## src/rtl/rv32i_types.sv

```systemverilog
// Shared types for the memory-side path: cacheline/word types and the arbiter state.
package rv32i_types;

    typedef logic [31:0]  rv32i_word;
    typedef logic [255:0] llc_cacheline;

    typedef enum logic [1:0] {
        IDLE   = 2'b00,
        I_BUSY = 2'b01,
        D_BUSY = 2'b10
    } arb_state_t;

    // Request/grant vector bit positions and last_grant encoding
    localparam int unsigned REQ_I = 0;
    localparam int unsigned REQ_D = 1;
    localparam logic GNT_I = 1'b0;
    localparam logic GNT_D = 1'b1;

endpackage

```

## src/rtl/rr_grant2.sv

```systemverilog
// Two-way round-robin tie-break: a lone requester always wins, a tie goes to the
// side that did not win last. last_grant only moves when advance is high.
module rr_grant2
    import rv32i_types::*;
(
    input  logic       clk,
    input  logic       rst,
    input  logic [1:0] req,
    input  logic       advance,
    output logic [1:0] gnt
);

    logic last_grant;

    always_comb begin
        gnt = 2'b00;
        case (req)
            2'b01:   gnt = 2'b01;
            2'b10:   gnt = 2'b10;
            2'b11:   gnt = (last_grant == GNT_D) ? 2'b01 : 2'b10;
            default: gnt = 2'b00;
        endcase
    end

    // Reset to D so that I wins the first tie
    always_ff @(posedge clk or posedge rst) begin
        if (rst) begin
            last_grant <= GNT_D;
        end else if (advance && (gnt != 2'b00)) begin
            last_grant <= gnt[REQ_D] ? GNT_D : GNT_I;
        end
    end

endmodule

```

## src/rtl/cache_arbiter.sv

```systemverilog
// Arbitrates Icache line reads and Dcache line reads/writebacks onto a single
// cacheline adaptor; one transaction at a time, downstream driven from latched copies.
module cache_arbiter
    import rv32i_types::*;
(
    input  logic         clk,
    input  logic         rst,

    input  logic         i_pmem_read,
    input  rv32i_word    i_pmem_address,
    output llc_cacheline i_pmem_rdata,
    output logic         i_pmem_resp,

    input  logic         d_pmem_read,
    input  logic         d_pmem_write,
    input  rv32i_word    d_pmem_address,
    input  llc_cacheline d_pmem_wdata,
    output llc_cacheline d_pmem_rdata,
    output logic         d_pmem_resp,

    output logic         pmem_read,
    output logic         pmem_write,
    output rv32i_word    pmem_address,
    output llc_cacheline pmem_wdata,
    input  llc_cacheline pmem_rdata,
    input  logic         pmem_resp
);

    arb_state_t   state;
    arb_state_t   state_next;
    rv32i_word    hold_addr;
    llc_cacheline hold_wdata;
    logic         hold_write;
    logic [1:0]   req;
    logic [1:0]   gnt;
    logic         idle;

    assign idle           = (state == IDLE);
    assign req[REQ_I]     = i_pmem_read;
    assign req[REQ_D]     = d_pmem_read | d_pmem_write;

    rr_grant2 u_rr_grant2 (
        .clk     (clk),
        .rst     (rst),
        .req     (req),
        .advance (idle),
        .gnt     (gnt)
    );

    always_comb begin
        state_next = state;
        case (state)
            IDLE: begin
                if (gnt[REQ_I])      state_next = I_BUSY;
                else if (gnt[REQ_D]) state_next = D_BUSY;
            end
            I_BUSY, D_BUSY: begin
                if (pmem_resp) state_next = IDLE;
            end
            default: state_next = IDLE;
        endcase
    end

    always_ff @(posedge clk or posedge rst) begin
        if (rst) begin
            state <= IDLE;
        end else begin
            state <= state_next;
        end
    end

    // Holding registers load only on a grant, so requester changes while busy are ignored
    always_ff @(posedge clk or posedge rst) begin
        if (rst) begin
            hold_addr  <= '0;
            hold_wdata <= '0;
            hold_write <= 1'b0;
        end else if (idle && gnt[REQ_I]) begin
            hold_addr  <= i_pmem_address;
            hold_wdata <= '0;
            hold_write <= 1'b0;
        end else if (idle && gnt[REQ_D]) begin
            hold_addr  <= d_pmem_address;
            hold_wdata <= d_pmem_wdata;
            hold_write <= d_pmem_write;
        end
    end

    assign pmem_read    = !idle && !hold_write;
    assign pmem_write   = !idle && hold_write;
    assign pmem_address = hold_addr;
    assign pmem_wdata   = hold_wdata;

    assign i_pmem_rdata = pmem_rdata;
    assign d_pmem_rdata = pmem_rdata;
    assign i_pmem_resp  = (state == I_BUSY) && pmem_resp;
    assign d_pmem_resp  = (state == D_BUSY) && pmem_resp;

endmodule
```

## config.mk

```make
export PLATFORM = sky130hd
export DESIGN_NAME = cache_arbiter
export DESIGN_NICKNAME = d
export VERILOG_FILES = /design/src/rtl/rv32i_types.sv /design/src/rtl/rr_grant2.sv /design/src/rtl/cache_arbiter.sv
export SDC_FILE = /design/constraint.sdc
export NUM_CORES = 1
export LEC_CHECK = 0
export ABC_AREA = 1
export CAP_MARGIN = 15
export CORE_AREA = 3 3 545 547
export DETAILED_ROUTE_END_ITERATION = 6
export DIE_AREA = 0 0 548 550
export GPL_ROUTABILITY_DRIVEN = 0
export SYNTH_ARGS = -nofsm -noshare
export SYNTH_HDL_FRONTEND = slang
export SYNTH_SLANG_ARGS = --single-unit
```

## constraint.sdc

```tcl
create_clock -name clk -period 32.1 [get_ports clk]
set_clock_uncertainty 0.2 [all_clocks]
set_input_delay 9.63 -clock clk [delete_from_list [all_inputs] [get_ports clk]]
set_output_delay 9.63 -clock clk [all_outputs]
set_load 0.05 [all_outputs]
```

==> results.yml <==
outcome:
  status: "finished, final reports clean"
pwr:
  combPwrFrac_pct: 61.5
  irDropWorstVdd_mv: 0.0675
  powerDensity_nw_per_um2: 124
  seqPwrFrac_pct: 21.0
  swShare_pct: 57.4
  clockPowerShare_pct: 17.5
  switching_power_mw: 1.77
  p_leak_nw: 10.0
  p_int_mw: 1.31
drt:
  first_pass_iters: 6
  viasPerCell: 2.29
  drtIter0Drc: 1030
  wl_per_cell_um: 33.1
  drc: 0
  ant_nets: 0
  vias: 13700
  drt-total-wl_um: 198000
synth:
  synth_area_per_cell_um2: 8.49
  yosysSeqAreaShare_pct: 44.6
  ys_seq_elements: 292
  synth_area_um2: 16400
  ys_warn_count: 0
  ys_types: 17
  syn_inst: 1930
  syn_nets: 2515
critical_path:
  startpoint_type: "primary input"
  max_stage_delay_ps: 860
  worst-path-buf-inv: 3
  cp.required_ps: 22270
  crit_type: "primary input to output pin"
  r2r-start: "u_rr_grant2.last_grant"
  path_max_fanout: 3
  cp.arrival_ps: 11720
  crit_family: "buffers and inverters"
  crit_top_cell: "clkdlybuf4s50_1"
  cp-end-kind: "output pin"
  r2r_end: "pmem_address[16]"
  slowest_stage: "clkdlybuf4s50_1"
  reg2regPathDepth: 9
  worst-r2r-setup-slack_ps: 27220
  path_cells: "clkdlybuf4s50_1 > nand2_1 > inv_1 > clkdlybuf4s50_1"
sta:
  rsz0062_at_grt: "false"
  max_freq_ghz: 0.0464
  setup_violations: 0
  finalHoldViolCount: 0
  max_slew_margin_pct: 26.9
  finalCriticalPeriod_ps: 21550
  tns_ps: 0
  finalCritPeriodShare_pct: 67.1
  drv_slew: 0
  hold_ws_ps: 271
  tightestPinTransition_ps: 1090
global_routing:
  grt_usage_pct: 12.6
  grt_pass1_wl_um: 227000
  grt_remaining_overflow: 0
  antenna_found_initial: 97
  first_global_vias: 13300
  grt_max_degree: 125
  use_met3_pct: 21.0
  gr-usage-met2_pct: 16.3
  use_met1_pct: 7.46
  grt_busiest_layer: "met3"
final_layout:
  final_common_cell: "nand2_1"
  nFillCells: 34200
  drive_gt1_share_pct: 8.65
  most-common-layout-cells: "nand2_1 (653), clkdlybuf4s50_1 (617), dfrtp_1 (291)"
  areaGrowthSynthToFinish_pct: 51.4
  fin_nets: 2586
floorplanning:
  coreArea_um2: 293000
  num_rows: 199
  dieHeight_um: 550
  die_area_um2: 301000
  initial_utilization_pct: 5.59
  die_w_um: 548
  io_pins: 1386
place:
  numPortBuffers: 617
  hpwl_um: 176000
worst_hold_path:
  hold_class: "register to register"
  min_to: "u_rr_grant2.last_grant"
  holdPathStages: 2
  hp-start: "u_rr_grant2.last_grant"
clock_network:
  cts_root_buffer: "clkbuf_16"
  cts.sinks: 292
  cts_tree: "built"
  cts_setup_buffers: 0
  ctsLongestPathBuffers: 3
  numCtsBuffers: 46
  path_clk_slew_ps: 60
  h-tree-depth: 2
  cts_resized: 0
  cts_hold_buffers: 0
  clk_latency_ps: 710
run:
  maxCapViolations: 0
## sequential cells by signal, indices dropped and copies added, names as in the netlist
name,flops
hold_write,1
pmem_address,32
pmem_wdata,256
state,2
u_rr_grant2.last_grant,1
## cells by family after synthesis
logic type / count (synthesis) / synth area share [%]
AOI/OAI and AO/OA: 35 / 1.07
DFF: 292 / 44.6
buffers and inverters: 683 / 28.6
and+or+nand+nor: 917 / 25.5
adders and majority gates: 3 / 0.229
## worst max path at each step
stage / from / to / cells past startpoint
global route: pmem_resp / d_pmem_resp / 4
finish: pmem_resp / d_pmem_resp / 4
floorplan: pmem_resp / i_pmem_resp / 2
global placement: pmem_resp / d_pmem_resp / 4
detailed placement: pmem_resp / d_pmem_resp / 4
CTS: pmem_resp / d_pmem_resp / 4
## power groups by stage
stage | clock network, mW | logic [mW] | registers [mW]
2_1_floorplan | 0 | 0.627 | 1.23
3_3_place_gp | 0 | 1.93 | 0.640
3_5_place_dp | 0 | 1.92 | 0.645
4_1_cts | 0.567 | 1.93 | 0.646
5_1_grt | 0.576 | 2.05 | 0.668
6_report | 0.538 | 1.89 | 0.647
## synth_stat cells
master	n	area [um2]
o21ai_0	3	15.0
a21oi_1	32	160
ha_1	3	37.5
buf_2	59	295
dfstp_2	1	26.3
nand3_2	80	801
buf_4	521	3910
inv_1	72	270
nor2_2	1	6.26
buf_6	12	135
nor2_1	2	7.51
nand2_2	2	12.5
nand2_1	654	2450
dfrtp_1	291	7280
nand3_1	178	891
inv_2	1	3.75
clkbuf_1	18	67.6
## stage by stage
| step | worst slack [ps] | instance area [um2] | std cells | power [mW] | util (%) |
|---|---|---|---|---|---|
| finish | 10550 | 24800 | 5972 | 3.08 | 8.46 |
| global route | 10540 | 24800 | 5961 | 3.29 | 8.45 |
| CTS | 10510 | 24800 | 5953 | 3.15 | 8.45 |
| detailed placement | 10510 | 23200 | 5872 | 2.57 | 7.92 |
| global placement | 10500 | 23200 | 5872 | 2.57 | 7.92 |
| floorplan | 12300 | 16400 | 1930 | 1.85 | - |
## tightest hold or removal path: cells and delay by family (launching register included)
family	cells	cell delay, ps
flops	1	370
simple gates	2	100
## area by class of cell
class | instances | area, um2 | share of cell area (%)
Clock inverter | 18 | 216 | 0.873
Timing Repair Buffer | 633 | 6310 | 25.4
Clock buffer | 63 | 1320 | 5.31
Inverter | 73 | 289 | 1.17
Tap cell | 3919 | 4900 | 19.8
Antenna cell | 19 | 47.5 | 0.192
Sequential cell | 292 | 7310 | 29.5
Multi-Input combinational cell | 955 | 4410 | 17.8
## per-layer routing
metal / wire length (um) / share of wire [%] / vias up
met1: 39500 / 20 / 6011
li1: - / - / 5638
met5: 230 / 0.12 / -
met2: 73700 / 37 / 1456
met3: 71500 / 36 / 571
met4: 13100 / 6.6 / 14
Power figures use the tool's default switching activity.
